### src/rtl/traffic_pkg.sv
// traffic_pkg: FSM states, lamp encodings and default phase timings for the traffic light controller
package traffic_pkg;
  typedef enum logic [1:0] {S_GREEN, S_YELLOW, S_ALL_RED} state_t;
  localparam logic [2:0] LT_RED    = 3'b100;
  localparam logic [2:0] LT_YELLOW = 3'b010;
  localparam logic [2:0] LT_GREEN  = 3'b001;
  localparam int T_GREEN_MIN_DEF = 5;
  localparam int T_EXT_DEF       = 2;
  localparam int T_YELLOW_DEF    = 3;
  localparam int T_ALLRED_DEF    = 1;
endpackage

### src/rtl/traffic_light_ctrl_if.sv
// traffic_light_ctrl_if: timebase, per-lane arrival counts and lamp/status outputs of the controller
interface traffic_light_ctrl_if;
  logic       tick;
  logic [1:0] car1, car2, car3;
  logic [2:0] light1, light2, light3;
  logic [1:0] green_lane;
  logic [3:0] timer;
  modport master (output tick, car1, car2, car3, input light1, light2, light3, green_lane, timer);
  modport slave  (input tick, car1, car2, car3, output light1, light2, light3, green_lane, timer);
endinterface

### src/rtl/phase_timer.sv
// phase_timer: loadable 4-bit down-counter that decrements on tick and parks at zero
module phase_timer #(
  parameter logic [3:0] RST_VAL = 4'd1
) (
  input  logic       clk,
  input  logic       rst,
  input  logic       tick_i,
  input  logic       load_i,
  input  logic [3:0] load_val_i,
  output logic [3:0] count_o,
  output logic       zero_o
);
  logic [3:0] count_q, count_d;
  assign zero_o  = count_q == 4'd0;
  assign count_o = count_q;
  always_comb count_d = load_i ? load_val_i : (tick_i && !zero_o) ? count_q - 4'd1 : count_q;
  always_ff @(posedge clk) begin
    if (rst) count_q <= RST_VAL;
    else     count_q <= count_d;
  end
endmodule

### src/rtl/traffic_light_ctrl.sv
// traffic_light_ctrl: three-lane round-robin signal controller with demand-extended green phases
module traffic_light_ctrl
  import traffic_pkg::*;
#(
  parameter int T_GREEN_MIN = T_GREEN_MIN_DEF,
  parameter int T_EXT       = T_EXT_DEF,
  parameter int T_YELLOW    = T_YELLOW_DEF,
  parameter int T_ALLRED    = T_ALLRED_DEF
) (
  input logic                 clk,
  input logic                 reset,
  traffic_light_ctrl_if.slave bus
);
  state_t     state_q, state_d;
  logic [1:0] cur_q, cur_d, nxt_q, nxt_d, green_lane_q, green_lane_d;
  logic [2:0] light_q [3];
  logic [2:0] light_d [3];
  logic [1:0] car [3];
  logic [1:0] served_q [3];
  logic [1:0] pending [3];
  logic [1:0] c1, c2;
  logic       zero, load, snap;
  logic [3:0] load_val, timer;
  assign car[0] = bus.car1;
  assign car[1] = bus.car2;
  assign car[2] = bus.car3;
  assign snap   = zero && state_q == S_ALL_RED;
  for (genvar l = 0; l < 3; l++) begin : g_lane
    assign pending[l] = car[l] - served_q[l];
    always_ff @(posedge clk) begin
      if (reset)                      served_q[l] <= 2'd0;
      else if (snap && nxt_q == 2'(l)) served_q[l] <= car[l];
    end
  end
  assign c1 = cur_q == 2'd2 ? 2'd0 : cur_q + 2'd1;
  assign c2 = c1 == 2'd2 ? 2'd0 : c1 + 2'd1;
  phase_timer #(.RST_VAL(4'(T_ALLRED))) u_timer (
    .clk(clk), .rst(reset), .tick_i(bus.tick), .load_i(load),
    .load_val_i(load_val), .count_o(timer), .zero_o(zero)
  );
  always_comb begin
    state_d  = state_q;
    cur_d    = cur_q;
    nxt_d    = nxt_q;
    load     = 1'b0;
    load_val = 4'(T_ALLRED);
    if (zero && state_q == S_GREEN && (pending[c1] != 2'd0 || pending[c2] != 2'd0)) begin
      state_d  = S_YELLOW;
      nxt_d    = pending[c1] != 2'd0 ? c1 : c2;
      load     = 1'b1;
      load_val = 4'(T_YELLOW);
    end else if (zero && state_q == S_YELLOW) begin
      state_d = S_ALL_RED;
      load    = 1'b1;
    end else if (snap) begin
      state_d  = S_GREEN;
      cur_d    = nxt_q;
      load     = 1'b1;
      load_val = 4'(T_GREEN_MIN + T_EXT * int'(pending[nxt_q]));
    end
    green_lane_d = state_d == S_ALL_RED ? nxt_d : cur_d;
    for (int i = 0; i < 3; i++)
      light_d[i] = (cur_d != 2'(i) || state_d == S_ALL_RED) ? LT_RED :
                   state_d == S_GREEN ? LT_GREEN : LT_YELLOW;
  end
  always_ff @(posedge clk) begin
    if (reset) begin
      state_q      <= S_ALL_RED;
      cur_q        <= 2'd2;
      nxt_q        <= 2'd0;
      green_lane_q <= 2'd0;
      light_q      <= '{default: LT_RED};
    end else begin
      state_q      <= state_d;
      cur_q        <= cur_d;
      nxt_q        <= nxt_d;
      green_lane_q <= green_lane_d;
      light_q      <= light_d;
    end
  end
  assign bus.light1     = light_q[0];
  assign bus.light2     = light_q[1];
  assign bus.light3     = light_q[2];
  assign bus.green_lane = green_lane_q;
  assign bus.timer      = timer;
endmodule

### src/flat_wrapper.sv
// flat-port wrapper written by rule: the top's interface ports become plain ports
module traffic_light_ctrl_flat import traffic_pkg::*;
#(
  parameter int T_GREEN_MIN = T_GREEN_MIN_DEF,
  parameter int T_EXT       = T_EXT_DEF,
  parameter int T_YELLOW    = T_YELLOW_DEF,
  parameter int T_ALLRED    = T_ALLRED_DEF
)
  (clk, reset, bus_tick, bus_car1, bus_car2, bus_car3, bus_light1, bus_light2, bus_light3, bus_green_lane, bus_timer);
  traffic_light_ctrl_if bus_i ();
  input logic clk;
  input logic reset;
  input wire logic [$bits(bus_i.tick)-1:0] bus_tick;
  input wire logic [$bits(bus_i.car1)-1:0] bus_car1;
  input wire logic [$bits(bus_i.car2)-1:0] bus_car2;
  input wire logic [$bits(bus_i.car3)-1:0] bus_car3;
  output wire logic [$bits(bus_i.light1)-1:0] bus_light1;
  output wire logic [$bits(bus_i.light2)-1:0] bus_light2;
  output wire logic [$bits(bus_i.light3)-1:0] bus_light3;
  output wire logic [$bits(bus_i.green_lane)-1:0] bus_green_lane;
  output wire logic [$bits(bus_i.timer)-1:0] bus_timer;
  assign bus_i.tick = bus_tick;
  assign bus_i.car1 = bus_car1;
  assign bus_i.car2 = bus_car2;
  assign bus_i.car3 = bus_car3;
  assign bus_light1 = bus_i.light1;
  assign bus_light2 = bus_i.light2;
  assign bus_light3 = bus_i.light3;
  assign bus_green_lane = bus_i.green_lane;
  assign bus_timer = bus_i.timer;
  traffic_light_ctrl #(.T_GREEN_MIN(T_GREEN_MIN), .T_EXT(T_EXT), .T_YELLOW(T_YELLOW), .T_ALLRED(T_ALLRED)) u_core (.clk(clk), .reset(reset), .bus(bus_i));
endmodule
### config.mk
export PLATFORM = sky130hd
export DESIGN_NAME = traffic_light_ctrl_flat
export DESIGN_NICKNAME = d
export VERILOG_FILES = /design/src/rtl/traffic_pkg.sv /design/src/rtl/traffic_light_ctrl_if.sv /design/src/rtl/phase_timer.sv /design/src/rtl/traffic_light_ctrl.sv /design/src/flat_wrapper.sv
export SDC_FILE = /design/constraint.sdc
export NUM_CORES = 1
export LEC_CHECK = 0
export BUFFER_PORTS_ARGS = -buffer_cell sky130_fd_sc_hd__buf_4
export CORE_UTILIZATION = 45
export DETAILED_ROUTE_END_ITERATION = 10
export HOLD_SLACK_MARGIN = 0.08
export PLACE_DENSITY_LB_ADDON = 0.25
export SLEW_MARGIN = 20
export SYNTH_ARGS = -nofsm -noshare
export SYNTH_HDL_FRONTEND = slang
export SYNTH_SLANG_ARGS = --single-unit
### constraint.sdc
create_clock -name clk -period 1.85 [get_ports clk]
set_clock_uncertainty 0.05 [all_clocks]
set_input_delay 0.2775 -clock clk [delete_from_list [all_inputs] [get_ports clk]]
set_output_delay 0.2775 -clock clk [all_outputs]
set_load 0.005 [all_outputs]
# Word level (Yosys, flattened, before mapping)
# Memory sizes are Yosys's and may differ from the RTL's.
# Index checks and enable logic that the tools add are counted.
# word_totals
output_inout_bits,15
ff_bits,21
ram_bits,6
wordCells,101
input_bits,9
n_memories,1
# op_classes
mux,43
n_bitwise,6
n_eq_ne,9
reduce_logical,24
order_cmp,3
add_sub_neg,7
# memory_table
name,depth,width,read_ports,rd_clocked_by_memory_dff,wr,line_no,source
u_core.served_q,3,2,3,0,3,traffic_light_ctrl.sv:19,logic [1:0] served_q [3];
# op_table
cell,count
$mux W2,21
$mux W4,5
$mux W1,14
$bmux W2 S2,3
$eq A2 B2 Y1 const B,5
$ge A3 B3 Y1 const B,3
$not A2 Y3,3
$logic_and A1 B1 Y1,8
$reduce_bool A2 Y1,4
$logic_not A2 Y1,3
$reduce_or A2 Y1,3
$sub A2 B2 Y2,3
$add A2 B1 Y2 const B,2
$add A3 B3 Y4 const A,1
$eq A2 B1 Y1 const B,2
$logic_not A4 Y1,1
$logic_or A1 B1 Y1,4
$sub A4 B1 Y4 const B,1
$or A1 B1 Y1,3
$ne A2 B1 Y1 const B,1
$ne A2 B2 Y1 const B,1
$logic_not A1 Y1,1

# Depth between registers and ports, before layout
# Gate-level depths: netlist of run 1.
# logic_depth
ltp_word,15
depth_mapped,9
ltp_nobuf,8

# Modules after synthesis
# Synthesis of run 1 repeated with hierarchy kept, for this count alone.
# unflattened
cells_unflattened,152
hier_area_um2,1438.9
# by_module_without_submodules
mod,cells_each,n_inst,seq_area_each_um2,area_each_um2
traffic_light_ctrl,123,1,520.5,1188.6
phase_timer,29,1,80.1,250.2

# Worst setup path before layout of run 1
# OpenSTA, ideal clock, no wires.
# synth_path
kind,register to register
startpoint,"register u_core.u_timer.count_q[0], in the netlist u_core.u_timer.count_o[0]"
endpoint,"register u_core.u_timer.count_q[3], in the netlist u_core.u_timer.count_o[3]"
arrival_time_ps,1888
required_ps,1667
setup_slack_ps,-221
synth_period_minus_slack_ps,2071
path_stages_with_launch,10
n_path_buf,2
setup_ps,133
cell_sequence,dfxtp_1 -> inv_1 -> ha_1 -> or3b_1 -> buf_4 -> or3_1 -> a31o_1 -> buf_6 -> a32oi_1 -> a211oi_1
# synth_via
elab_chain_len,6
word_cells_on_any_way,17
cone_classes,add/sub: 1; mux: 8; reduce/logical: 8
# synth_rtl
item,line_no,source
start: declaration,phase_timer.sv:13,"logic [3:0] count_q, count_d;"
start signal: assignment,phase_timer.sv:19,else count_q <= count_d;
$logic_not A4 Y1,phase_timer.sv:14,assign zero_o = count_q == 4'd0;
$logic_and A1 B1 Y1,traffic_light_ctrl.sv:27,assign snap = zero && state_q == S_ALL_RED;
$mux W4 / $mux W1 (equally long branches),traffic_light_ctrl.sv:55,end else if (snap) begin
$mux W4 / $mux W1 (equally long branches),traffic_light_ctrl.sv:52,end else if (zero && state_q == S_YELLOW) begin
$mux W4 / $mux W1 (equally long branches),traffic_light_ctrl.sv:47,if (zero && state_q == S_GREEN && (pending[c1] != 2'd0 || pending[c2] != 2'd0)) begin
$mux W4 / $reduce_bool A2 Y1 (equally long branches),-,
# Parallel ways exist; a longest one is shown, timed or not. The select of a mux whose other input is x is not followed.
# A chain may end at the register's enable or synchronous reset.

==> impl_results.md, run 1 <==
* CTS Hold Bufs at 0
* Netlist cell types at 47
* Sequential cell area at 606 um2
* Type of the worst setup path: reg2reg
* Fin. Hold Viols at 0
* Gate power share at 0.392
* Overall routing resource usage at 0.218
* Register area share after synthesis at 0.422
* Post-Syn Area at 0.00142 mm2
* Routed len/inst at 14.6 um
* PortBufs at 23
* Critical path fanouts, max at 8
* Initial antenna violation count at 0
* Internal power at 1.07 mW
* Most common library cells after synthesis: 21 x dfxtp_1, 21 x nor2_1, 8 x inv_1, 8 x o21ai_0
* I/O pins at 24
* Design Power at 1.56 mW
* Dpl hpwl at 2.46 mm
* Row count at 20
* Post-synth top area share at 0.296
* 1st-iter DRT viols at 51
* Final Max Slew Viols at 0
* CP Launch Type: flop
* Diode count at 0
* Max-cap violations at 0
* Num Clock Sinks at 27
* Top cells by area, synth: dfxtp_1 30%, edfxtp_1 13%, nor2_1 5.5%
* Mapped Cells at 150
* Post-DR vias/cell at 5.39
* Share of power burned in registers at 0.439
* Outcome: finished, violations left
* Slew HR at 0.747
* # nets final at 217
* Synthesized Nets at 164
* Ys async rst share at 0
* Die area at 0.00339 mm2
* HP Class: in2reg
* Final ANT Viol Nets at 0
* Area of the core at 0.00303 mm2
* Starting density of the core at 0.470
* Die width at 58.2 um
* Final Setup Violations at 12
* Post-Route WL at 3.59 mm
* Placer Congestion at 0.881
* F_max at 0.500 GHz
* Critical path endpoint category: flop
* Maximum VDD drop at 0.000532 V
* DR vias at 1327
* Area grow syn2layout at 43.3%
* Fraction of layout cells with a size suffix above 1 at 0.431
* CTS buffer count at 3
* Leakage at 0.882 nW
* Synthesis Warnings at 0
* Req. time, crit path at 2.03 ns
* Drt first pass iters at 5
* Sw Pwr at 0.493 mW
* Final WS setup at -0.149 ns
* Fin crit period at 2.00 ns
* Pin count of the biggest net entering global routing at 23
* DRC Markers at 0
* Yosys top cell by area: dfxtp_1
* Power Density at 765 mW/mm2
* Global route overflow at 0
* Clk slew on worst S/H paths at 0.15 ns
* Top FF cell, synth: dfxtp_1
* Worst EP arrival at 2.18 ns
* EDFF count, synth at 6
* Switching part of the total at 0.316
* RSZ-0062 raised after global routing: yes
* Root Buffer: clkbuf_4
* Clk_lat worst skew at 0.33 ns
* Die Height at 58.2 um
* # fillers at 244
* Post-synthesis register bit count at 27
* Avg Cell Area, Syn at 9.48 um2
* CTS tree: built
* Vias in the first global route at 1352
* Longest Clk Path Bufs at 2
* Failing checks: setup timing
* Final Cycle Share at 1.08
* First-pass GRT wire length at 5.71 mm
* Worst slack, placed at -0.282 ns
* Worst-Margin Slew at 0.379 ns
* H-tree Lvls at 1
* Multi-input gate area at 888 um2
* Power share of the clock group at 0.168
[cell usage in the layout (no fill, tap or decap), types with 2 or more instances in the layout]
cell      netlist  routed
mux2i_1         5       4
and3_1          2       2
a32oi_1         2       2
nor2_1         21      19
a211o_1         3       3
buf_6           1       2
xnor3_1         3       2
dfxtp_1        21      19
nor4b_1         2       2
nand2_1         7       7
ha_4            0       3
edfxtp_1        6       6
nor2b_1         4       4
nand3_1         4       4
buf_4           1      54
clkbuf_4        0       3
inv_1           8       6
a21oi_1         7       6
o21bai_1        2       2
nor3_1          2       2
o21ai_0         8       7
or3b_4          1       2
inv_4           0       2
nand2b_4        0       2
nor2_4          0       2
[worst max-delay path, stage by stage, from the launching register on]
cell      delay, ns
edfxtp_1       0.41
ha_2           0.19
xnor3_1        0.21
a222oi_1       0.34
nor2_1         0.13
a31o_4         0.29
a32oi_1        0.19
a211oi_1       0.07
[area by class of cell]
| cell class | instances | area share |
|---|---|---|
| well taps | 44 | 0.0270 |
| inverters | 8 | 0.0160 |
| clock inverters | 1 | 0.00307 |
| repair buffers | 56 | 0.210 |
| clock buffers | 3 | 0.0110 |
| multi-input cells | 107 | 0.436 |
| flip-flops and latches | 27 | 0.297 |
[layer usage]
metal  wire length [um]  track usage  up-vias
met3                204       0.0446        8
met4                 82       0.0850        0
met1               1510        0.248      623
met5                  0            0        -
met2               1790        0.396       57
li1                   -            -      639
[worst paths after layout]
path	depth (start not counted)	from	endpoint	slack, ns
setup / recovery	7	u_core.served_q[0][0]	u_core.u_timer.count_o[3]	-0.15
hold / removal	2	bus_car1[0]	u_core.served_q[0][0]	0.21
setup reg to reg	7	u_core.served_q[0][0]	u_core.u_timer.count_o[3]	-0.15
hold reg to reg	2	u_core.state_q[0]	u_core.state_q[0]	0.50
[sequential cells by signal, indices dropped and copies added, names as in the netlist]
signal / flops
u_core.served_q: 6
u_core.u_timer.count_o: 4
u_core.bus.light1: 3
u_core.bus.light2: 3
u_core.bus.light3: 3
u_core.bus.green_lane: 2
u_core.cur_q: 2
u_core.nxt_q: 2
u_core.state_q: 2
[through the flow]
step	cell area [um2]	setup TNS [ns]	instances	utilization	hold slack (ns)
after floorplan	1450	-0.578	150	-	0.312
after global placement	1830	-1.06	235	0.603	0.472
after detailed placement	1830	-2.13	235	0.603	0.480
after CTS	1990	-0.308	244	0.656	0.198
after global routing	2040	-1.28	246	0.673	0.195
final	2040	-0.745	246	0.673	0.205
[power by group through the flow]
stage	Clock, mW	Combinational, mW	Sequential (mW)
after global routing	0.289	0.654	0.690
after CTS	0.272	0.564	0.683
after global placement	0	0.482	0.689
final	0.263	0.612	0.684
after detailed placement	0	0.498	0.690
after floorplan	0	0.276	0.695
[cell families (layout without fill, tap and decap cells)]
family	Yosys count	after routing	synth area share
buf+inv	16	68	0.0510
fa+ha+maj	5	5	0.0440
compound gates	35	35	0.173
simple gates	57	57	0.213
flops	27	27	0.422
xor+xnor	4	4	0.0536
mux	6	6	0.0431
[repair_timing]
item / CTS / global route
endpoints found under the setup margin: 15 / 19
pin swaps: 11 / 0
gates resized for setup: 18 / 9
buffers inserted: 5 / 2
(Power assumes the default switching activity.)
==> run 2, diff against run 1 <==
clock period = 1.7 ns   (was 1.85 ns; I/O delays follow)
==> impl_results.md, run 2 (same netlist as run 1, synthesis figures left out) <==
* Outcome: finished, violations left (unchanged)
* Failing checks: setup timing (unchanged)
* Max FFs per register at 6 (unchanged)
* Die area at 0.00339 mm2 (unchanged)
* Final Setup Violations at 26 (was 12)
* CTS buffer count at 3 (unchanged)
* Biggest register: u_core.served_q (unchanged)
* PortBufs at 23 (unchanged)
* Routed len/inst at 14.6 um (about the same)
* Critical path endpoint category: flop (unchanged)
* Fraction of layout cells with a size suffix above 1 at 0.473 (was 0.431)
* DRC Markers at 0 (unchanged)
* Final Max Slew Viols at 0 (unchanged)
* Critical path fanouts, max at 3 (was 8)
* Die Height at 58.2 um (unchanged)
* Initial antenna violation count at 0 (unchanged)
* Pin count of the biggest net entering global routing at 23 (unchanged)
* First-pass GRT wire length at 5.87 mm (was 5.71 mm)
* CP Launch Type: flop (unchanged)
* Clk_lat worst skew at 0.34 ns (was 0.33 ns)
* I/O pins at 24 (unchanged)
* Type of the worst setup path: reg2reg (unchanged)
* Final WS setup at -0.258 ns (was -0.149 ns)
* Post-DR vias/cell at 5.31 (was 5.39)
* Area grow syn2layout at 46.5% (was 43.3%)
* CTS Hold Bufs at 0 (unchanged)
* Root Buffer: clkbuf_4 (unchanged)
* Num Clock Sinks at 27 (unchanged)
* CTS tree: built (unchanged)
* # nets final at 222 (was 217)
* Fin. Hold Viols at 0 (unchanged)
* Vias in the first global route at 1341 (was 1352)
* Most frequent cells in the layout: 57 x buf_4, 19 x nor2_1, 19 x dfxtp_1, 7 x o21ai_0 (was 54 x buf_4, 19 x nor2_1, 19 x dfxtp_1, 7 x nand2_1, 7 x o21ai_0)
* Overall routing resource usage at 0.228 (was 0.218)
* Dpl cell area at 0.00186 mm2 (was 0.00183 mm2)
* Post-Route WL at 3.68 mm (was 3.59 mm)
* 1st-iter DRT viols at 69 (was 51)
* Leakage at 0.912 nW (was 0.882 nW)
* Dpl hpwl at 2.59 mm (was 2.46 mm)
* Row count at 20 (unchanged)
* Power Density at 832 mW/mm2 (was 765 mW/mm2)
* Diode count at 0 (unchanged)
* HP Class: in2reg (unchanged)
* Longest Clk Path Bufs at 2 (unchanged)
* Worst EP arrival at 2.17 ns (was 2.18 ns)
* H-tree Lvls at 1 (unchanged)
* Slew HR at 0.715 (was 0.747)
* Die width at 58.2 um (unchanged)
* F_max at 0.511 GHz (was 0.500 GHz)
* Slowest stage delay, CP at 0.44 ns (was 0.41 ns)
* Crit path buffers/inverters at 2 (was 0)
* Worst-Margin Slew at 0.427 ns (was 0.379 ns)
* Fin crit period at 1.96 ns (was 2.00 ns)
* Final instance area at 0.00208 mm2 (was 0.00204 mm2)
* Global route overflow at 0 (unchanged)
* Delay-heaviest family, CP: flip-flops (was compound AO/OA/AOI/OAI gates)
* Worst slack, placed at -0.418 ns (was -0.282 ns)
* Crit-path cells: ha_4 -> xnor3_1 -> a222oi_1 -> nor2_1 -> buf_4 -> nand3_2 -> a211oi_2 -> buf_4 -> nor2_1 (was ha_2 -> xnor3_1 -> a222oi_1 -> nor2_1 -> a31o_4 -> a32oi_1 -> a211oi_1)
* Final Cycle Share at 1.15 (was 1.08)
* Area of the core at 0.00303 mm2 (unchanged)
* Clk slew on worst S/H paths at 0.16 ns (was 0.15 ns)
* RSZ-0062 raised after global routing: yes (unchanged)
* Final ANT Viol Nets at 0 (unchanged)
* Maximum VDD drop at 0.000602 V (was 0.000532 V)
* Placer Congestion at 0.935 (was 0.881)
* Req. time, crit path at 1.91 ns (was 2.03 ns)
* Starting density of the core at 0.470 (unchanged)
* DR vias at 1334 (was 1327)
* Max-cap violations at 0 (unchanged)
* Drt first pass iters at 4 (was 5)
* CP max-delay cell: edfxtp_1 (unchanged)
* Most common cell after layout, fill and taps aside: buf_4 (unchanged)
[run 2: cell count changes in the layout (fill, tap and decap cells not counted), sizes merged]
cell,change
buf,+5
[run 2: report_power, final]
group | switching [mW] | internal [mW]
Combinational | 0.314 | 0.377
Sequential | 0.0355 | 0.704
Clock | 0.212 | 0.0923
[run 2: area by class of cell]
class / instances / area (um2)
timing repair buffer: 61 / 473
sequential: 27 / 606
multi-input combinational: 107 / 890
clock inverter: 1 / 6.26
clock buffer: 3 / 22.5
inverter: 8 / 32.5
tap: 44 / 55.1
fill: 238 / 943
[run 2: final timing paths]
kind	from	to	slack, ns	depth (start not counted)
setup / recovery	u_core.served_q[2][0]	u_core.bus.light3[1]	-0.26	9
hold / removal	bus_car1[0]	u_core.served_q[0][0]	0.17	2
setup reg to reg	u_core.served_q[2][0]	u_core.bus.light3[1]	-0.26	9
hold reg to reg	u_core.state_q[0]	u_core.state_q[0]	0.62	3
[run 2: what timing repair did]
| item | 4_1_cts | 5_1_grt |
|---|---|---|
| pin swaps | 10 | 4 |
| endpoints found under the setup margin | 28 | 31 |
| gates resized for setup | 22 | 12 |
| endpoints found under the hold margin | 0 | 0 |
| setup buffers | 5 | 2 |
[run 2: metrics by stage]
step	hold slack (ns)	utilization	setup TNS [ns]	power (mW)	std cells
2_1_floorplan	0.289	-	-1.97	1.06	150
3_3_place_gp	0.527	0.616	-3.79	1.29	240
3_5_place_dp	0.524	0.616	-4.93	1.31	240
4_1_cts	0.176	0.667	-2.90	1.67	249
5_1_grt	0.183	0.688	-6.16	1.81	251
6_report	0.166	0.688	-4.13	1.73	251
[run 2: layer usage]
metal	part of all wire	global-route usage	up-vias	routed length (um)
met5	0	0	-	0
met4	0.030	0.0850	0	112
met3	0.028	0.0246	12	103
met2	0.52	0.430	31	1910
met1	0.42	0.262	638	1560
li1	-	-	653	-
[run 2: worst register-to-register path, stage by stage, from the launching register on]
cell,delay (ns)
edfxtp_1,0.44
ha_4,0.18
xnor3_1,0.27
a222oi_1,0.10
nor2_1,0.20
buf_4,0.15
nand3_2,0.10
a211oi_2,0.21
buf_4,0.15
nor2_1,0.04
==> run 3, diff against run 2 <==
SYNTH_HIERARCHICAL = 1   (was unset)
==> impl_results.md, run 3 <==
* Post-synthesis register bit count at 27 (unchanged)
* Share of power burned in registers at 0.307 (was 0.426)
* Critical path endpoint category: flop (unchanged)
* Fraction of layout cells with a size suffix above 1 at 0.476 (was 0.473)
* Max-cap violations at 0 (unchanged)
* Dpl hpwl at 2.69 mm (was 2.59 mm)
* Diode count at 0 (unchanged)
* Register area share after synthesis at 0.417 (was 0.422)
* Final ANT Viol Nets at 0 (unchanged)
* Final Max Slew Viols at 0 (unchanged)
* Maximum VDD drop at 0.000877 V (was 0.000602 V)
* Top FF cell, synth: dfxtp_1 (unchanged)
* Die width at 58.5 um (was 58.2 um)
* Most common library cells after synthesis: 21 x dfxtp_1, 17 x nor2_1, 10 x inv_1, 10 x nand2_1 (was 21 x dfxtp_1, 21 x nor2_1, 8 x inv_1, 8 x o21ai_0)
* Vias in the first global route at 1359 (was 1341)
* DRC Markers at 0 (unchanged)
* Die area at 0.00343 mm2 (was 0.00339 mm2)
* Switching part of the total at 0.376 (was 0.324)
* Ys async rst share at 0 (unchanged)
* Count leader, synth: dfxtp_1
* Crit-path cells: ha_4 -> xnor3_1 -> mux2i_2 -> o41a_4 -> a21o_4 -> nand2_2 -> nor2_2 -> a311o_1 (was ha_4 -> xnor3_1 -> a222oi_1 -> nor2_1 -> buf_4 -> nand3_2 -> a211oi_2 -> buf_4 -> nor2_1)
* Clk_lat worst skew at 0.33 ns (was 0.34 ns)
* Biggest register: u_core/served_q (was u_core.served_q)
* I/O pins at 24 (unchanged)
* Final Setup Violations at 32 (was 26)
* Final instance area at 0.00213 mm2 (was 0.00208 mm2)
* Row count at 20 (unchanged)
* First-pass GRT wire length at 6.12 mm (was 5.87 mm)
* Post-placement cell count at 243 (was 240)
* PortBufs at 23 (unchanged)
* Type of the worst setup path: reg2reg (unchanged)
* Final WS setup at -0.502 ns (was -0.258 ns)
* Synthesis Warnings at 6 (was 0)
* Synthesized Nets at 165 (was 164)
* Overall routing resource usage at 0.234 (was 0.228)
* Global route overflow at 0 (unchanged)
* Post-Syn Area at 0.00144 mm2 (was 0.00142 mm2)
* Slowest stage delay, CP at 0.45 ns (was 0.44 ns)
* Yosys top cell by area: dfxtp_1 (unchanged)
* Gate power share at 0.590 (was 0.398)
* Crit path buffers/inverters at 0 (was 2)
* Pin count of the biggest net entering global routing at 23 (unchanged)
* Longest Clk Path Bufs at 2 (unchanged)
* # nets final at 222 (unchanged)
* Req. time, crit path at 1.87 ns (was 1.91 ns)
* Drt first pass iters at 4 (unchanged)
* M3 GR Usage at 0.0308 (was 0.0246)
* Placer Congestion at 0.892 (was 0.935)
* Delay-heaviest family, CP: compound AO/OA/AOI/OAI gates (was flip-flops)
* F_max at 0.454 GHz (was 0.511 GHz)
* Post-DR vias/cell at 5.26 (was 5.31)
* Root Buffer: clkbuf_4 (unchanged)
* Fin Setup TNS at -8.98 ns (was -4.13 ns)
* Fin crit period at 2.20 ns (was 1.96 ns)
* EDFF count, synth at 6 (unchanged)
* Worst EP arrival at 2.38 ns (was 2.17 ns)
* Met1 usage at 0.285 (was 0.262)
* Design Power at 2.82 mW (was 1.73 mW)
* Power Density at 1330 mW/mm2 (was 832 mW/mm2)
* Leakage at 0.934 nW (was 0.912 nW)
* Num Clock Sinks at 27 (unchanged)
* H-tree Lvls at 1 (unchanged)
* CP max-delay cell: edfxtp_1 (unchanged)
* Initial antenna violation count at 0 (unchanged)
* Grt met2 use at 0.409 (was 0.430)
* Post-synth top area share at 0.292 (was 0.296)
* Mapped Cells at 152 (was 150)
* Grt peak-use layer: met2 (unchanged)
* Netlist cell types at 48 (was 47)
* CTS tree: built (unchanged)
* Dpl cell area at 0.00198 mm2 (was 0.00186 mm2)
* Power share of the clock group at 0.103 (was 0.176)
* Sw Pwr at 1.06 mW (was 0.561 mW)
* Routed len/inst at 14.5 um (was 14.6 um)
* 1st-iter DRT viols at 35 (was 69)
* Finished Layout Cells at 252 (was 251)
* Top cells by area, synth: dfxtp_1 29%, edfxtp_1 13%, nor2_1 4.4% (was dfxtp_1 30%, edfxtp_1 13%, nor2_1 5.5%)
* DR vias at 1325 (was 1334)
* Critical path fanouts, max at 7 (was 3)
* Avg Cell Area, Syn at 9.47 um2 (was 9.48 um2)
* Final Cycle Share at 1.30 (was 1.15)
* Fin. Hold Viols at 0 (unchanged)
* Clk slew on worst S/H paths at 0.15 ns (was 0.16 ns)
* Internal power at 1.76 mW (was 1.17 mW)
* CP Launch Type: flop (unchanged)
* Outcome: finished, violations left (unchanged)
* Most common cell after layout, fill and taps aside: buf_4 (unchanged)
* CTS Hold Bufs at 0 (unchanged)
* Die Height at 58.5 um (was 58.2 um)
* RSZ-0062 raised after global routing: yes (unchanged)
* Area grow syn2layout at 47.8% (was 46.5%)
* HP Class: in2reg (unchanged)
* CTS buffer count at 3 (unchanged)
* Reg2Reg Setup Slack at -0.50 ns (was -0.26 ns)
* Failing checks: setup timing (unchanged)
* Max FFs per register at 6 (unchanged)
* Starting density of the core at 0.471 (was 0.470)
* Most frequent cells in the layout: 55 x buf_4, 19 x dfxtp_1, 16 x nor2_1, 7 x inv_1, 7 x nand2_1 (was 57 x buf_4, 19 x nor2_1, 19 x dfxtp_1, 7 x o21ai_0)
* Post-Route WL at 3.64 mm (was 3.68 mm)
* Area of the core at 0.00305 mm2 (was 0.00303 mm2)
[run 3: cell types whose count changed in the layout (fill, tap and decap cells not counted), moves of 3 or more]
| cell | previous run | this run |
|---|---|---|
| and2_1 | 0 | 4 |
| nor2_1 | 19 | 16 |
| a211o_1 | 3 | 0 |
| nor2_4 | 3 | 0 |
| nand2_1 | 4 | 7 |
| o21ai_0 | 7 | 4 |
| mux2i_1 | 5 | 2 |
[run 3: final cells by class]
type | instances | area (um2)
Multi-Input combinational cell | 108 | 942
Fill cell | 242 | 926
Sequential cell | 27 | 603
Clock buffer | 3 | 22.5
Tap cell | 44 | 55.1
Clock inverter | 1 | 6.26
Inverter | 10 | 40.0
Timing Repair Buffer | 59 | 458
[run 3: power by group through the flow]
| stage | clock (mW) | sequential [mW] | combinational, mW |
|---|---|---|---|
| after floorplan | 0 | 0.878 | 0.873 |
| after global placement | 0 | 0.868 | 1.44 |
| after detailed placement | 0 | 0.876 | 1.48 |
| after CTS | 0.300 | 0.866 | 1.59 |
| after global routing | 0.331 | 0.881 | 1.80 |
| final | 0.292 | 0.866 | 1.66 |
[run 3: cell families after synthesis]
logic type / synth area share
DFF: 0.417
xor gates and xnor gates: 0.0504
other: 0.00261
buffers and inverters: 0.0452
adders and majority gates: 0.0348
muxes: 0.0435
and+or+nand+nor: 0.236
AOI/OAI and AO/OA: 0.170
[run 3: worst paths after layout]
path,startpoint,depth (start not counted),to
setup / recovery,u_core/served_q[1][0],8,u_core/u_timer/count_o[1]
hold / removal,bus_tick,2,u_core/u_timer/count_o[0]
setup reg to reg,u_core/served_q[1][0],8,u_core/u_timer/count_o[1]
hold reg to reg,u_core/nxt_q[1],2,u_core/bus.green_lane[1]
[run 3: what timing repair did]
action,in CTS,in global routing
gates resized for setup,8,9
endpoints found under the setup margin,32,33
buffers inserted,3,2
pin swaps,5,5
cloned,0,0
[run 3: layer usage]
metal,up-vias,part of all wire,wire length [um]
met3,12,0.026,94
met4,0,0.028,103
met1,628,0.44,1590
li1,653,-,-
met2,32,0.51,1850
met5,-,0,0
[run 3: stage by stage]
step	setup slack [ns]	hold WS, ns	utilization
global placement	-0.423	0.485	0.649
CTS	-0.503	0.124	0.680
finish	-0.502	0.134	0.697
detailed placement	-0.491	0.490	0.649
floorplan	-0.471	0.274	-
global route	-0.582	0.124	0.697
